### src/rtl/ttfir_serial.sv
// Purpose: coefficient-programmable FIR filter, one shared multiply-accumulate stepped over N_TAPS taps per sample.
// Latency: y_valid pulses in the cycle after the N_TAPS-th rising edge following acceptance; one sample per N_TAPS+1 cycles.
// Backpressure: x_ready is low while a MAC pass runs or while coef_load is high; y_out has no downstream stall.
module ttfir_serial #(
  parameter int N_TAPS  = 4,
  parameter int BW_in   = 6,
  parameter int BW_coef = 6,
  parameter int BW_out  = 8,
  parameter int SHIFT   = 0
) (
  input  logic                      clk,
  input  logic                      rst,
  input  logic signed [BW_in-1:0]   x_in,
  input  logic                      x_valid,
  output logic                      x_ready,
  input  logic signed [BW_coef-1:0] coef_in,
  input  logic                      coef_load,
  output logic signed [BW_out-1:0]  y_out,
  output logic                      y_valid
);

  localparam int KW   = $clog2(N_TAPS);
  localparam int PW   = BW_in + BW_coef;
  localparam int ACCW = PW + $clog2(N_TAPS);
  // One guard bit so the rounding offset cannot wrap the full-scale sum.
  localparam int EW   = ACCW + 1;
  localparam logic [KW-1:0] KLAST = KW'(N_TAPS - 1);
  localparam logic signed [EW-1:0] YMAX = {{(EW-BW_out+1){1'b0}}, {(BW_out-1){1'b1}}};
  localparam logic signed [EW-1:0] YMIN = ~YMAX;

  typedef enum logic {IDLE, MAC} state_t;

  state_t state, state_nxt;

  logic signed [BW_in-1:0]   x [N_TAPS];
  logic signed [BW_coef-1:0] c [N_TAPS];
  logic signed [ACCW-1:0]    acc;
  logic [KW-1:0]             k;

  logic                      accept;
  logic                      load;
  logic                      last;
  logic signed [PW-1:0]      prod;
  logic signed [ACCW-1:0]    sum;
  logic signed [EW-1:0]      sum_ext;
  logic signed [EW-1:0]      rnd_val;
  logic signed [BW_out-1:0]  sat_y;

  // State register; reset drops any in-flight MAC pass back to IDLE.
  always_ff @(posedge clk or negedge rst) begin
    if (!rst) state <= IDLE;
    else      state <= state_nxt;
  end

  // Next state and handshake: coefficient loading wins over sample acceptance.
  always_comb begin
    state_nxt = state;
    x_ready   = 1'b0;
    accept    = 1'b0;
    load      = 1'b0;
    last      = 1'b0;
    case (state)
      IDLE: begin
        x_ready = !coef_load;
        if (coef_load) begin
          load = 1'b1;
        end else if (x_valid) begin
          accept    = 1'b1;
          state_nxt = MAC;
        end
      end
      MAC: begin
        if (k == KLAST) begin
          last      = 1'b1;
          state_nxt = IDLE;
        end
      end
    endcase
  end

  // Current tap product and running sum; the final tap's product is included in the output.
  always_comb begin
    prod    = PW'(x[k]) * PW'(c[k]);
    sum     = acc + ACCW'(prod);
    sum_ext = EW'(sum);
  end

  // Round half-up then arithmetic shift; a zero shift passes the sum through untouched.
  if (SHIFT > 0) begin : g_rnd
    localparam logic signed [EW-1:0] HALF = EW'(1) << (SHIFT - 1);
    assign rnd_val = (sum_ext + HALF) >>> SHIFT;
  end else begin : g_nornd
    assign rnd_val = sum_ext;
  end

  // Clamp the rounded value into the signed output range.
  always_comb begin
    if (rnd_val > YMAX)      sat_y = {1'b0, {(BW_out-1){1'b1}}};
    else if (rnd_val < YMIN) sat_y = {1'b1, {(BW_out-1){1'b0}}};
    else                     sat_y = rnd_val[BW_out-1:0];
  end

  // Coefficient chain; comes out of reset as an identity filter (c[0]=1).
  always_ff @(posedge clk or negedge rst) begin
    if (!rst) begin
      for (int i = 0; i < N_TAPS; i++) c[i] <= '0;
      c[0] <= BW_coef'(1);
    end else if (load) begin
      for (int i = N_TAPS - 1; i > 0; i--) c[i] <= c[i-1];
      c[0] <= coef_in;
    end
  end

  // Delay line moves only when a sample is accepted, never during a MAC pass.
  always_ff @(posedge clk or negedge rst) begin
    if (!rst) begin
      for (int i = 0; i < N_TAPS; i++) x[i] <= '0;
    end else if (accept) begin
      for (int i = N_TAPS - 1; i > 0; i--) x[i] <= x[i-1];
      x[0] <= x_in;
    end
  end

  // Accumulator and tap index; the index wraps to 0 on the last tap so it never leaves range.
  always_ff @(posedge clk or negedge rst) begin
    if (!rst) begin
      acc <= '0;
      k   <= '0;
    end else if (accept) begin
      acc <= '0;
      k   <= '0;
    end else if (state == MAC) begin
      acc <= sum;
      k   <= last ? '0 : k + KW'(1);
    end
  end

  // Output register: y_out holds between passes, y_valid is a single-cycle strobe.
  always_ff @(posedge clk or negedge rst) begin
    if (!rst) begin
      y_out   <= '0;
      y_valid <= 1'b0;
    end else begin
      y_valid <= last;
      if (last) y_out <= sat_y;
    end
  end

endmodule
### config.mk
export PLATFORM = sky130hd
export DESIGN_NAME = ttfir_serial
export DESIGN_NICKNAME = d
export VERILOG_FILES = /design/src/rtl/ttfir_serial.sv
export SDC_FILE = /design/constraint.sdc
export NUM_CORES = 1
export LEC_CHECK = 0
export ABC_CLOCK_PERIOD_IN_PS = 6200
export CAP_MARGIN = 20
export CELL_PAD_IN_SITES_DETAIL_PLACEMENT = 0
export CELL_PAD_IN_SITES_GLOBAL_PLACEMENT = 1
export CORE_ASPECT_RATIO = 1.4
export CORE_UTILIZATION = 44
export CTS_CLUSTER_DIAMETER = 100
export CTS_CLUSTER_SIZE = 40
export DETAILED_ROUTE_END_ITERATION = 8
export PLACE_DENSITY = 0.87
export SYNTH_ARGS = -nofsm -noshare
export SYNTH_HDL_FRONTEND = slang
export SYNTH_SLANG_ARGS = --single-unit
### constraint.sdc
create_clock -name clk -period 6.2 [get_ports clk]
set_clock_uncertainty 0.2 [all_clocks]
set_input_delay 1.55 -clock clk [delete_from_list [all_inputs] [get_ports clk]]
set_output_delay 1.55 -clock clk [all_outputs]
set_load 0.02 [all_outputs]
Yosys cells after proc, flatten, opt, wreduce, memory -nomap -nowiden
Index checks and enable logic that the tools add are counted.

Flip-flop bits (word level): 74. Input port bits: 16. Logic and storage cells: 47.

$add $sub $neg: 2. $mul: 1. $lt $le $gt $ge: 3. Equal/unequal tests: 1. Mux-type cells: 23. Bitwise gates (word level): 2. Reduce and logical (&&, ||, !) cells: 2.

Operators with widths (count): 14-bit two-way mux (2); 6-bit binary-select mux with 2-bit select (2); 6-bit two-way mux (4); 8-bit two-way mux (2); 14-bit by 12-bit adder with 14-bit output (1); 14-bit by 8-bit > comparator with 1-bit output (second input constant) (1); 14-bit by 8-bit less-than comparator with 1-bit output (second input constant) (1); 6-bit by 6-bit multiplier with 12-bit output (1); 1-bit two-way mux (9); 2-bit two-way mux (3); 3-bit >= comparator (second input constant) (1); 2-bit inverter with 3-bit output (1); 2-bit by 1-bit adder with 2-bit output (second input constant) (1); 2-bit == test (second input constant) (1); 1-bit case mux with 2 select lines (1); 2-bit nonzero test (1); 1-bit zero test (1); 1-bit inverter (1).

Longest topological paths before layout
Depth in word-level cells: 9. Gate-level depth with buffers: 21. Gate-level depth less buffers: 19.

Worst setup path before layout
No wires, ideal clock.

Path type: reg2reg. From: reg k[0]. To: reg y_out[0]. Library setup time: 0.146 ns. Arrival: 6.265 ns. Required time: 5.854 ns. Path slack: -0.411 ns. Stages on the path, launching flop included: 22. Path buffers: 2. Period minus slack after synthesis: 6.611 ns. Cell sequence: dfrtp_1 clkbuf_1 clkbuf_1 mux4_2 nand2_1 inv_1 fa_1 inv_1 fa_1 inv_1 fa_1 inv_1 fa_1 inv_1 ha_1 or3_1 a2111o_1 a31o_1 a21oi_2 xnor2_1 o32ai_2 o22ai_1.

Word-level cells in the longest chain between the ends: 9.

Ends and longest elaborated chain: start, declared (RTL line 38) `logic [KW-1:0] k;`; start signal, assigned (RTL line 134) `k <= last ? '0 : k + KW'(1);`; 2-bit inverter with 3-bit output (implied by the code) (RTL line 83) `prod = PW'(x[k]) * PW'(c[k]);`; 6-bit binary-select mux with 2-bit select (RTL line 83); 6-bit two-way mux (implied by the code) (2 in series) (RTL line 83); 6-bit by 6-bit multiplier with 12-bit output (RTL line 83); 14-bit by 12-bit adder with 14-bit output (RTL line 84) `sum = acc + ACCW'(prod);`; 14-bit by 8-bit less-than comparator with 1-bit output (RTL line 99) `else if (rnd_val < YMIN) sat_y = {1'b1, {(BW_out-1){1'b0}}};`; 8-bit two-way mux (RTL line 99); 8-bit two-way mux (RTL line 98) `if (rnd_val > YMAX) sat_y = {1'b0, {(BW_out-1){1'b1}}};`; end signal, assigned (RTL line 145) `if (last) y_out <= sat_y;`; end, declared (RTL line 18) `output logic signed [BW_out-1:0] y_out,`.

Several ways; a longest one is shown, not always the timed one. The select of a mux whose other input is x is not followed. A chain may end at the register's enable or synchronous reset.

Worst setup path after layout
From: reg k[0]. To: reg y_out[1].

The elaborated chain is that of the path after synthesis.

==> impl_metrics.tcl <==
set metrics [dict create \
    status "finished, final reports clean" \
    synthAdderAreaFrac 0.232 \
    synthesis.area_sq_um 5210 \
    synthMuxAreaShare 0.106 \
    gp_congestion 0.875 \
    core_sq_um 11500 \
    start_kind "flip-flop" \
    synth_cell_type_count 49 \
    syn-instance-count 505 \
    io_buffer_count 25 \
    tightest_slew_ns 1.05 \
    grt_pass1_vias 3796 \
    drv_slew 0 \
    synth_area_leader_cell "dfrtp_1" \
    vias 3623 \
    synth_top_cell_area_share 0.351 \
    slowest_delay_ns 0.55 \
    synth_edf_count 0 \
    cp.required_ns 6.20 \
    synthTopCellsByArea "dfrtp_1 35%, fa_1 15%, ha_1 8.2%, nand2_1 6.9%, inv_1 6.3%" \
    n_antenna_cell 0 \
    h-tree-depth 3 \
    first_pass_iters 4 \
    grt_pass1_wl_um 18100 \
    finalHoldViolations 0 \
    cts_tree "yes" \
    start_util 0.455 \
    seq_area_frac_synth 0.356 \
    crit_top_cell "fa_1" \
    fin_nets 639 \
    setup_violations 0 \
    post-route-drc-count 0 \
    io_pins 26 \
    clockBufferDepth 2 \
    cpMaxStageDelayCell "mux4_2" \
    clk_pin_slew_worst_paths_ns 0.06 \
    grt.overflow.total 0 \
    cts_root_buf "clkbuf_16" \
    fmax_mhz 163 \
    ys_warn_count 0 \
    synth_compound_area_frac 0.0817 \
    dieArea_sq_um 12300 \
    arrival_ns 6.12 \
    grt_max_degree 75 \
    post_drt_wl_per_cell_um 15.4 \
    syn_area_per_cell_sq_um 10.3 \
    finalCritPeriodShare 0.987 \
    clock-sinks 74 \
    async_flop_share 1.00 \
    area_delta_synth_final_pct 20.3 \
    die_height_um 131 \
    synth_flop_cell "dfrtp_1" \
    period_minus_slack_ns 6.12 \
    cp_cell_sequence "clkbuf_16, mux4_2, nand2b_1, fa_1, fa_1, inv_1, fa_1, inv_1, fa_1, inv_1, ha_4, and3_2, a2111oi_4, xnor2_2, a211oi_2, o211ai_1, o32ai_4, o22ai_2" \
    hold_buffers 0 \
    clock_latency_ns 0.33 \
    viasPerCell 5.18 \
    cts_made_buffers 9 \
    dr.first_iter.drc_count 123 \
    cap_viol_max_count 0 \
    min_path_type "reg2reg" \
    die_w_um 93.9 \
    dp_hpwl_um 7820 \
    ys_ff_latch 74 \
    yosysMostFrequentCell "nand2_1" \
    drive_above_1_share 0.195 \
    ant_nets 0 \
    rows 46 \
    synthTopCellsByCount "96 x nand2_1, 87 x inv_1, 73 x dfrtp_1" \
    antenna_found_initial 0 \
    grt_use_total 0.193 \
    worstPathMaxFanout 7 \
    endpoint_kind "flip-flop" \
    maxSlewHeadroom 0.299 \
    path_class "reg2reg" \
    synth_top_family_by_area "adder cells" \
    synth-xor-area-share 0.0202 \
    synthSimpleGateAreaFrac 0.130 \
    fin_hold_ws_ns 0.269 \
    wirelength_um 10800 \
    syn_nets 594 \
]
-- layout by cell type, fill, tap and decap left out, types with 10 or more instances in the layout --
| cell | netlist | routed |
|---|---|---|
| o21ai_0 | 12 | 12 |
| ha_1 | 34 | 30 |
| fa_1 | 39 | 39 |
| and2_1 | 17 | 14 |
| buf_4 | 0 | 23 |
| mux2_2 | 25 | 25 |
| mux4_2 | 12 | 12 |
| inv_1 | 87 | 85 |
| dfrtp_1 | 73 | 72 |
| clkbuf_16 | 0 | 10 |
| nand2_1 | 96 | 96 |
| clkdlybuf4s50_1 | 0 | 24 |
-- cell type report --
| cell class | instances | area (sq um) |
|---|---|---|
| fillers | 1003 | 5190 |
| flip-flops and latches | 74 | 1850 |
| repair buffers | 49 | 458 |
| inverters | 87 | 329 |
| clock buffers | 11 | 233 |
| clock inverters | 5 | 81.3 |
| well taps | 144 | 180 |
| multi-input cells | 329 | 3130 |
-- kinds of logic (layout without fill, tap and decap cells) --
kind of cell    count (synthesis)  count (layout)
flops                          74              74
simple gates                  150             150
mux                            37              37
compound gates                 57              57
fa+ha+maj                      73              73
xor+xnor                       12              12
buf+inv                       102             152
-- worst max-delay path, delay by kind of cell, from the launching register on --
kind	cells	cell delay, ns
XOR/XNOR	1	0.16
buffers and inverters	4	0.36
adder cells (fa/ha/maj)	5	2.37
multiplexers	1	0.55
AND/OR/NAND/NOR	2	0.42
flip-flops	1	0.43
AO/OA/AOI/OAI	5	1.47
-- routing by layer --
layer | routed length, um | up-vias | track usage
met1 | 4600 | 1814 | 0.233
met3 | 285 | 19 | 0.0353
met2 | 5690 | 55 | 0.340
li1 | - | 1735 | -
met5 | 0 | - | 0
met4 | 195 | 0 | 0.0769
-- final timing paths --
path | from | to | slack, ns | depth (start not counted)
max | k[0] | y_out[1] | 0.08 | 18
min | c[4] | c[4] | 0.27 | 2
max reg2reg | k[0] | y_out[1] | 0.08 | 18
min reg2reg | c[4] | c[4] | 0.27 | 2
max in group asynchronous | rst | k[1] | 3.97 | 1
min in group asynchronous | rst | y_out[3] | 1.15 | 1
-- registers in the layout, indices dropped and copies added (netlist names) --
register / cells
c: 24
x: 24
acc: 14
y_out: 8
k: 2
state: 1
y_valid: 1
-- per-stage QoR --
step | setup slack [ns] | util | std cells | area [sq um] | setup TNS, ns
finish | 0.0833 | 0.547 | 699 | 6260 | 0
global route | -0.0596 | 0.547 | 699 | 6260 | -0.353
CTS | 0.0116 | 0.527 | 687 | 6030 | 0
detailed placement | -0.215 | 0.495 | 669 | 5660 | -1.39
global placement | -0.0409 | 0.495 | 669 | 5660 | -0.266
floorplan | 0.0135 | - | 505 | 5220 | 0
-- repair_timing --
action	in CTS	in global routing
endpoints found under the setup margin	7	7
pin swaps	1	17
gates cloned	0	1
setup buffers	2	11
resized for setup	6	23
Power is not shown: default switching activity piles up to over one toggle a cycle in this logic, so the estimate is an artifact.
